**src/rtl/stopwatch_pkg.sv**
```systemverilog
// Shared types and constants for the stopwatch control unit.
package stopwatch_pkg;

    typedef enum logic [1:0] {
        ST_IDLE = 2'd0,
        ST_RUN  = 2'd1,
        ST_EDIT = 2'd2
    } state_t;

    localparam int NUM_DIGITS = 4;
    localparam int DIGIT_W    = 2;

endpackage

```
**src/rtl/button_debounce.sv**
```systemverilog
// Active-low push-button conditioner: 2-FF synchronizer, debounce filter and
// one-cycle press pulse on the 1->0 transition of the clean level.
module button_debounce #(
    parameter int DEBOUNCE_CYCLES = 1_000_000
) (
    input  logic clk100_i,
    input  logic rst_i,
    input  logic btn_i,
    output logic press_o
);

    localparam int CNT_W = (DEBOUNCE_CYCLES > 1) ? $clog2(DEBOUNCE_CYCLES) : 1;
    localparam logic [CNT_W-1:0] CNT_LAST = CNT_W'(DEBOUNCE_CYCLES - 1);

    logic             sync1_reg;
    logic             sync2_reg;
    logic             clean_reg;
    logic             clean_prev_reg;
    logic             press_reg;
    logic [CNT_W-1:0] cnt_reg;

    always_ff @(posedge clk100_i or posedge rst_i) begin
        if (rst_i) begin
            sync1_reg      <= 1'b1;
            sync2_reg      <= 1'b1;
            clean_reg      <= 1'b1;
            clean_prev_reg <= 1'b1;
            press_reg      <= 1'b0;
            cnt_reg        <= '0;
        end else begin
            sync1_reg <= btn_i;
            sync2_reg <= sync1_reg;
            // Count only while the synchronized level disagrees; any bounce restarts.
            if (sync2_reg != clean_reg) begin
                if (cnt_reg == CNT_LAST) begin
                    clean_reg <= sync2_reg;
                    cnt_reg   <= '0;
                end else begin
                    cnt_reg <= cnt_reg + CNT_W'(1);
                end
            end else begin
                cnt_reg <= '0;
            end
            clean_prev_reg <= clean_reg;
            press_reg      <= clean_prev_reg & ~clean_reg;
        end
    end

    assign press_o = press_reg;

endmodule

```
**src/rtl/stopwatch_ctrl.sv**
```systemverilog
// Stopwatch control: conditions three buttons, runs the IDLE/RUN/EDIT FSM and
// produces the tick prescaler strobe and the edit/clear commands for the datapath.
module stopwatch_ctrl
    import stopwatch_pkg::*;
#(
    parameter int CLK_FREQ_HZ     = 100_000_000,
    parameter int TICK_HZ         = 100,
    parameter int DEBOUNCE_CYCLES = 1_000_000
) (
    input  logic               clk100_i,
    input  logic               rst_i,
    input  logic               start_stop_i,
    input  logic               set_i,
    input  logic               change_i,
    output logic               run_o,
    output logic               tick_o,
    output logic               edit_o,
    output logic [DIGIT_W-1:0] edit_digit_o,
    output logic               inc_o,
    output logic               clr_o
);

    localparam int TICK_DIV = CLK_FREQ_HZ / TICK_HZ;
    localparam int PRE_W    = $clog2(TICK_DIV);
    localparam logic [PRE_W-1:0]   PRE_LAST   = PRE_W'(TICK_DIV - 1);
    localparam logic [DIGIT_W-1:0] DIGIT_LAST = DIGIT_W'(NUM_DIGITS - 1);

    // Bit order: 0 = start_stop, 1 = set, 2 = change.
    logic [2:0] raw;
    logic [2:0] press;

    assign raw = {change_i, set_i, start_stop_i};

    genvar gi;
    generate
        for (gi = 0; gi < 3; gi++) begin : g_btn
            button_debounce #(
                .DEBOUNCE_CYCLES(DEBOUNCE_CYCLES)
            ) u_debounce (
                .clk100_i(clk100_i),
                .rst_i   (rst_i),
                .btn_i   (raw[gi]),
                .press_o (press[gi])
            );
        end
    endgenerate

    logic press_ss;
    logic press_set;
    logic press_chg;

    assign press_ss  = press[0];
    assign press_set = press[1];
    assign press_chg = press[2];

    state_t             state_reg, state_next;
    logic [DIGIT_W-1:0] digit_reg, digit_next;
    logic [PRE_W-1:0]   pre_reg, pre_next;
    logic               tick_reg, tick_next;
    logic               inc_reg, inc_next;
    logic               clr_reg, clr_next;
    logic               run_reg;
    logic               edit_reg;

    always_ff @(posedge clk100_i or posedge rst_i) begin
        if (rst_i) begin
            state_reg <= ST_IDLE;
            digit_reg <= '0;
            pre_reg   <= '0;
            tick_reg  <= 1'b0;
            inc_reg   <= 1'b0;
            clr_reg   <= 1'b0;
            run_reg   <= 1'b0;
            edit_reg  <= 1'b0;
        end else begin
            state_reg <= state_next;
            digit_reg <= digit_next;
            pre_reg   <= pre_next;
            tick_reg  <= tick_next;
            inc_reg   <= inc_next;
            clr_reg   <= clr_next;
            run_reg   <= (state_next == ST_RUN);
            edit_reg  <= (state_next == ST_EDIT);
        end
    end

    // Priority start_stop > set > change; losers in the same cycle are dropped.
    always_comb begin
        state_next = state_reg;
        digit_next = digit_reg;
        case (state_reg)
            ST_IDLE: begin
                if (press_ss) begin
                    state_next = ST_RUN;
                end else if (press_set) begin
                    state_next = ST_EDIT;
                    digit_next = '0;
                end
            end
            ST_RUN: begin
                if (press_ss) begin
                    state_next = ST_IDLE;
                end
            end
            ST_EDIT: begin
                if (press_ss) begin
                    state_next = ST_IDLE;
                    digit_next = '0;
                end else if (press_set) begin
                    if (digit_reg == DIGIT_LAST) begin
                        state_next = ST_IDLE;
                        digit_next = '0;
                    end else begin
                        digit_next = digit_reg + DIGIT_W'(1);
                    end
                end
            end
            default: begin
                state_next = ST_IDLE;
                digit_next = '0;
            end
        endcase
    end

    // Prescaler only advances while staying in RUN, so every exit leaves it at 0.
    always_comb begin
        inc_next  = (state_reg == ST_EDIT) && !press_ss && !press_set && press_chg;
        clr_next  = (state_reg == ST_IDLE) && !press_ss && !press_set && press_chg;
        pre_next  = '0;
        tick_next = 1'b0;
        if ((state_reg == ST_RUN) && (state_next == ST_RUN)) begin
            pre_next  = (pre_reg == PRE_LAST) ? '0 : pre_reg + PRE_W'(1);
            tick_next = (pre_next == PRE_LAST);
        end
    end

    assign run_o        = run_reg;
    assign tick_o       = tick_reg;
    assign edit_o       = edit_reg;
    assign edit_digit_o = digit_reg;
    assign inc_o        = inc_reg;
    assign clr_o        = clr_reg;

endmodule

```
**config.mk**
```make
export PLATFORM = sky130hd
export DESIGN_NAME = stopwatch_ctrl
export DESIGN_NICKNAME = d
export VERILOG_FILES = /design/src/rtl/stopwatch_pkg.sv /design/src/rtl/button_debounce.sv /design/src/rtl/stopwatch_ctrl.sv
export SDC_FILE = /design/constraint.sdc
export NUM_CORES = 1
export LEC_CHECK = 0
export BUFFER_PORTS_ARGS = -buffer_cell sky130_fd_sc_hd__buf_2
export CAP_MARGIN = 5
export CORE_UTILIZATION = 25
export CTS_BUF_LIST = sky130_fd_sc_hd__clkbuf_8
export CTS_CLUSTER_SIZE = 20
export DETAILED_ROUTE_END_ITERATION = 12
export GPL_TIMING_DRIVEN = 0
export HOLD_SLACK_MARGIN = 0.08
export PLACE_DENSITY = 0.4
export RECOVER_POWER = 25
export SLEW_MARGIN = 20
export SYNTH_ARGS = -nofsm -noshare
export SYNTH_HDL_FRONTEND = slang
export SYNTH_SLANG_ARGS = --single-unit
```
**constraint.sdc**
```tcl
create_clock -name clk100_i -period 6.5 [get_ports clk100_i]
set_input_delay 0 -clock clk100_i [delete_from_list [all_inputs] [get_ports clk100_i]]
set_output_delay 0 -clock clk100_i [all_outputs]
set_load 0.03 [all_outputs]
```
==> metrics.md <==
| Metric | Value |
|---|---|
| Outcome | complete, but fails checks |
| Violations in the final reports | capacitance limit, slew limit |
| Total global routing track utilization | 10.5% |
| Total number of vias | 3258 |
| Total internal power | 904 uW |
| Simple-gate area share of the yosys netlist | 25.7% |
| Critical Path End Type | flop |
| Startpoint kind of the worst setup timing path | flop |
| Number of synthesized flops with an enable pin | 0 |
| Maximum resistive drop on vdd | 0.0839 mV |
| Final setup vio count | 0 |
| Number of instances resized during post-cts repair | 0 |
| Clk pin slew, worst setup/hold paths | 100 ps |
| Routed WL | 9430 um |
| Distinct cells, synth | 50 |
| Summed area of non-filler cells in the final layout | 5550 um^2 |
| WP data required | 6810 ps |
| Root Buffer | sky130_fd_sc_hd__clkbuf_8 |
| Net count after synthesis | 478 |
| Cells along the critical path | ha_1 > nand3_2 > nor2_1 > xor2_1 > a2111oi_0 > o2111a_1 |
| Post-route total power | 1160 uW |
| Final critical delay including setup and external delays | 2380 ps |
| Portion of total power attributed to combinational logic | 3.0% |
| Worst hold slack | 249 ps |
| Instance count of the mapped netlist | 468 |
| Die outline area | 20100 um^2 |
| Warnings from Yosys | 0 |
| Pin count of the biggest net entering global routing | 66 |
| Die Ht | 142 um |
| Weighted congestion reported at the end of routability-driven placement | 0.741 |
| Post-CTS Hold Buffers | 4 |
| Vias in the first global route | 3369 |
| Post-Synthesis Cell Area | 4870 um^2 |
| Die W | 142 um |
| Net Switching | 260 uW |
| Ys async rst share | 100% |
| Largest register FFs | 60 |
| Cell area power density | 210 nW/um^2 |
| Slowest cell on the critical path | sky130_fd_sc_hd__a2111oi_0 |
| RSZ-0062 raised after global routing | false |
| Setup tns final | 0 ps |
| Total count of max-transition violations in the final report | 40 |
| Fmax | 0.420 GHz |
| Buffers and inverters on the worst path | 0 |
| Post-Synth XOR/XNOR Area | 13.5% |
| Maximum level of the CTS H-tree | 3 |
| Final standard cell utilization of the core | 29.4% |
| Compound-Gate Fraction of Synth Area | 2.05% |
| Net switching share of the total power | 22.3% |
| Drt drc | 0 |
| Post-detailed-route count of antenna-violating nets | 0 |
| Relative slew margins | -22.0% |
| Vias/cell | 4.29 |
| Commonest cells after routing, fill and taps aside | 97 x sky130_fd_sc_hd__nor2_1, 92 x sky130_fd_sc_hd__dfrtp_1, 43 x sky130_fd_sc_hd__xnor2_1 |
| Leftover overflow at the end of global routing | 0 |
| Worst min path class | in -> reg |
| Setup Crit Path Kind | reg -> reg |
| Final-layout fill cell count | 1989 |
| Mean routed wirelength per cell | 12.4 um |
| Area post-placement | 5290 um^2 |
| Number of buffers on the longest clock path | 2 |
| TritonCTS clock tree | yes |
| Sequential group share of total power | 56.7% |
| Row cnt | 50 |
| Post-synthesis sequential area ratio | 53.7% |
| Transition time of the tightest slew-check pin | 1820 ps |
| Fraction of synthesized area in multiplexers | 1.10% |
| Final-report hold violation count | 0 |
| First-pass GRT wire length | 16600 um |
| Final-stage net count | 505 |
| Later-pin clock latency in the skew report | 380 ps |
| Num CTS Buffers | 9 |
| Family of cells with the greatest summed delay on the critical path | compound AO/OA/AOI/OAI gates |
| Most instantiated flip-flop cell in the synthesis netlist | sky130_fd_sc_hd__dfrtp_1 |
| Clock Sinks | 104 |
| Number of DRC markers after the initial detailed-route iteration | 187 |
| Slowest cell delay on critical path | 680 ps |
| Proportion of layout cells with a drive suffix above 1 | 12.2% |
| Final period utilization | 36.6% |
| Avg Synthesized Cell Area | 10.4 um^2 |
| Number of antenna repair diodes | 0 |
| Worst-path fanout max | 7 |
| Static leakage power | 0.00228 uW |
| HPWL after DPL | 6350 um |
| Adder-cell area share of the yosys netlist | 1.28% |
| PortBufs | 11 |
| DRT Pass-1 Iters | 4 |
| Register bit total from synthesis | 104 |
| Crit path DAT | 2690 ps |
| Most common cell after layout, fill and taps aside | sky130_fd_sc_hd__nor2_1 |
| Number of violations of the max-capacitance limit | 1 |
| Signed area change from the synthesized netlist to the final layout | 14.0% |
| Top-Level Pins | 12 |
| Number of antenna violations at the first check in global routing | 0 |
| Largest family of logic cells by synthesized area | simple AND/OR/NAND/NOR gates |
| Starting utilization of the core area | 25.8% |
| Setup repair bufs after CTS | 0 |
| Worst Clk Skew | 8.02 ps |
| Clk network pwr share | 40.2% |
| Floorplan Core Area | 18900 um^2 |
## cell usage after synthesis, types with 2 or more instances
cell type | n | share of area (%)
sky130_fd_sc_hd__or2_2 | 2 | 0.26
sky130_fd_sc_hd__xor2_1 | 32 | 5.8
sky130_fd_sc_hd__a31oi_1 | 2 | 0.26
sky130_fd_sc_hd__xnor2_1 | 43 | 7.7
sky130_fd_sc_hd__nor4_1 | 9 | 1.2
sky130_fd_sc_hd__dfstp_2 | 12 | 6.5
sky130_fd_sc_hd__nor3b_1 | 2 | 0.31
sky130_fd_sc_hd__nand3_1 | 24 | 2.5
sky130_fd_sc_hd__nand3b_1 | 2 | 0.31
sky130_fd_sc_hd__nor4bb_1 | 2 | 0.41
sky130_fd_sc_hd__and3_1 | 9 | 1.2
sky130_fd_sc_hd__nand4_4 | 2 | 0.87
sky130_fd_sc_hd__nor2_1 | 97 | 7.5
sky130_fd_sc_hd__inv_1 | 13 | 1.0
sky130_fd_sc_hd__nor4b_1 | 2 | 0.36
sky130_fd_sc_hd__nand2b_1 | 2 | 0.26
sky130_fd_sc_hd__nor2b_1 | 7 | 0.90
sky130_fd_sc_hd__dfrtp_1 | 92 | 47
sky130_fd_sc_hd__o21ai_0 | 4 | 0.41
sky130_fd_sc_hd__and4_1 | 6 | 1.1
sky130_fd_sc_hd__buf_2 | 7 | 0.72
sky130_fd_sc_hd__mux2i_1 | 2 | 0.41
sky130_fd_sc_hd__and2b_1 | 2 | 0.31
sky130_fd_sc_hd__or3_1 | 3 | 0.39
sky130_fd_sc_hd__mux2_2 | 3 | 0.69
sky130_fd_sc_hd__ha_1 | 5 | 1.3
sky130_fd_sc_hd__buf_6 | 3 | 0.69
sky130_fd_sc_hd__nor3_1 | 10 | 1.0
sky130_fd_sc_hd__nand4_1 | 18 | 2.3
sky130_fd_sc_hd__nand2_1 | 31 | 2.4
## layer usage
metal	share of wire, %	vias to the layer above	global-route usage, %
li1	-	1630	-
met1	49	1589	13.3
met2	46	32	17.1
met3	3.9	7	3.68
met4	1.2	0	2.89
met5	0	-	0
## layout make-up
| cell class | instances | area (um^2) | area share (%) |
|---|---|---|---|
| buffer | 12 | 80.1 | 1.44 |
| clock buffer | 11 | 151 | 2.73 |
| clock inverter | 5 | 80.1 | 1.44 |
| inverter | 13 | 50.0 | 0.901 |
| multi-input combinational | 339 | 2130 | 38.3 |
| sequential | 104 | 2620 | 47.1 |
| tap | 260 | 325 | 5.86 |
| timing repair buffer | 16 | 123 | 2.21 |
## logic make-up after synthesis
kind of cell               after synthesis
and+or+nand+nor                        240
DFF                                    104
xor gates and xnor gates                75
buffers and inverters                   25
AOI/OAI and AO/OA                       14
muxes                                    5
adders and majority gates                5
## stage by stage
step,setup slack (ps),std cells
after global placement,2360,739
after detailed placement,4240,740
final,4120,760
after CTS,4190,760
after global routing,3980,760
after floorplan,3790,468
## power by group through the flow
| stage | Clock [uW] | Sequential (uW) | Combinational, uW |
|---|---|---|---|
| global placement | 0 | 673 | 32.6 |
| detailed placement | 0 | 673 | 35.9 |
| global route | 517 | 661 | 41.5 |
| finish | 468 | 660 | 35.3 |
| CTS | 491 | 660 | 37.8 |
| floorplan | 0 | 671 | 23.5 |
## final timing paths
kind                                               start                              to  slack (ps)  cells after the start
setup / recovery                              pre_reg[0]                          tick_o        4120                      6
hold / removal                              start_stop_i   g_btn[0].u_debounce.sync1_reg         250                      2
setup reg to reg                              pre_reg[0]                          tick_o        4120                      6
hold reg to reg            g_btn[1].u_debounce.sync1_reg   g_btn[1].u_debounce.sync2_reg         360                      0
max in group asynchronous                          rst_i   g_btn[2].u_debounce.sync1_reg        4890                      4
min in group asynchronous                          rst_i  g_btn[1].u_debounce.cnt_reg[1]         620                      3
(Power assumes the default switching activity.)
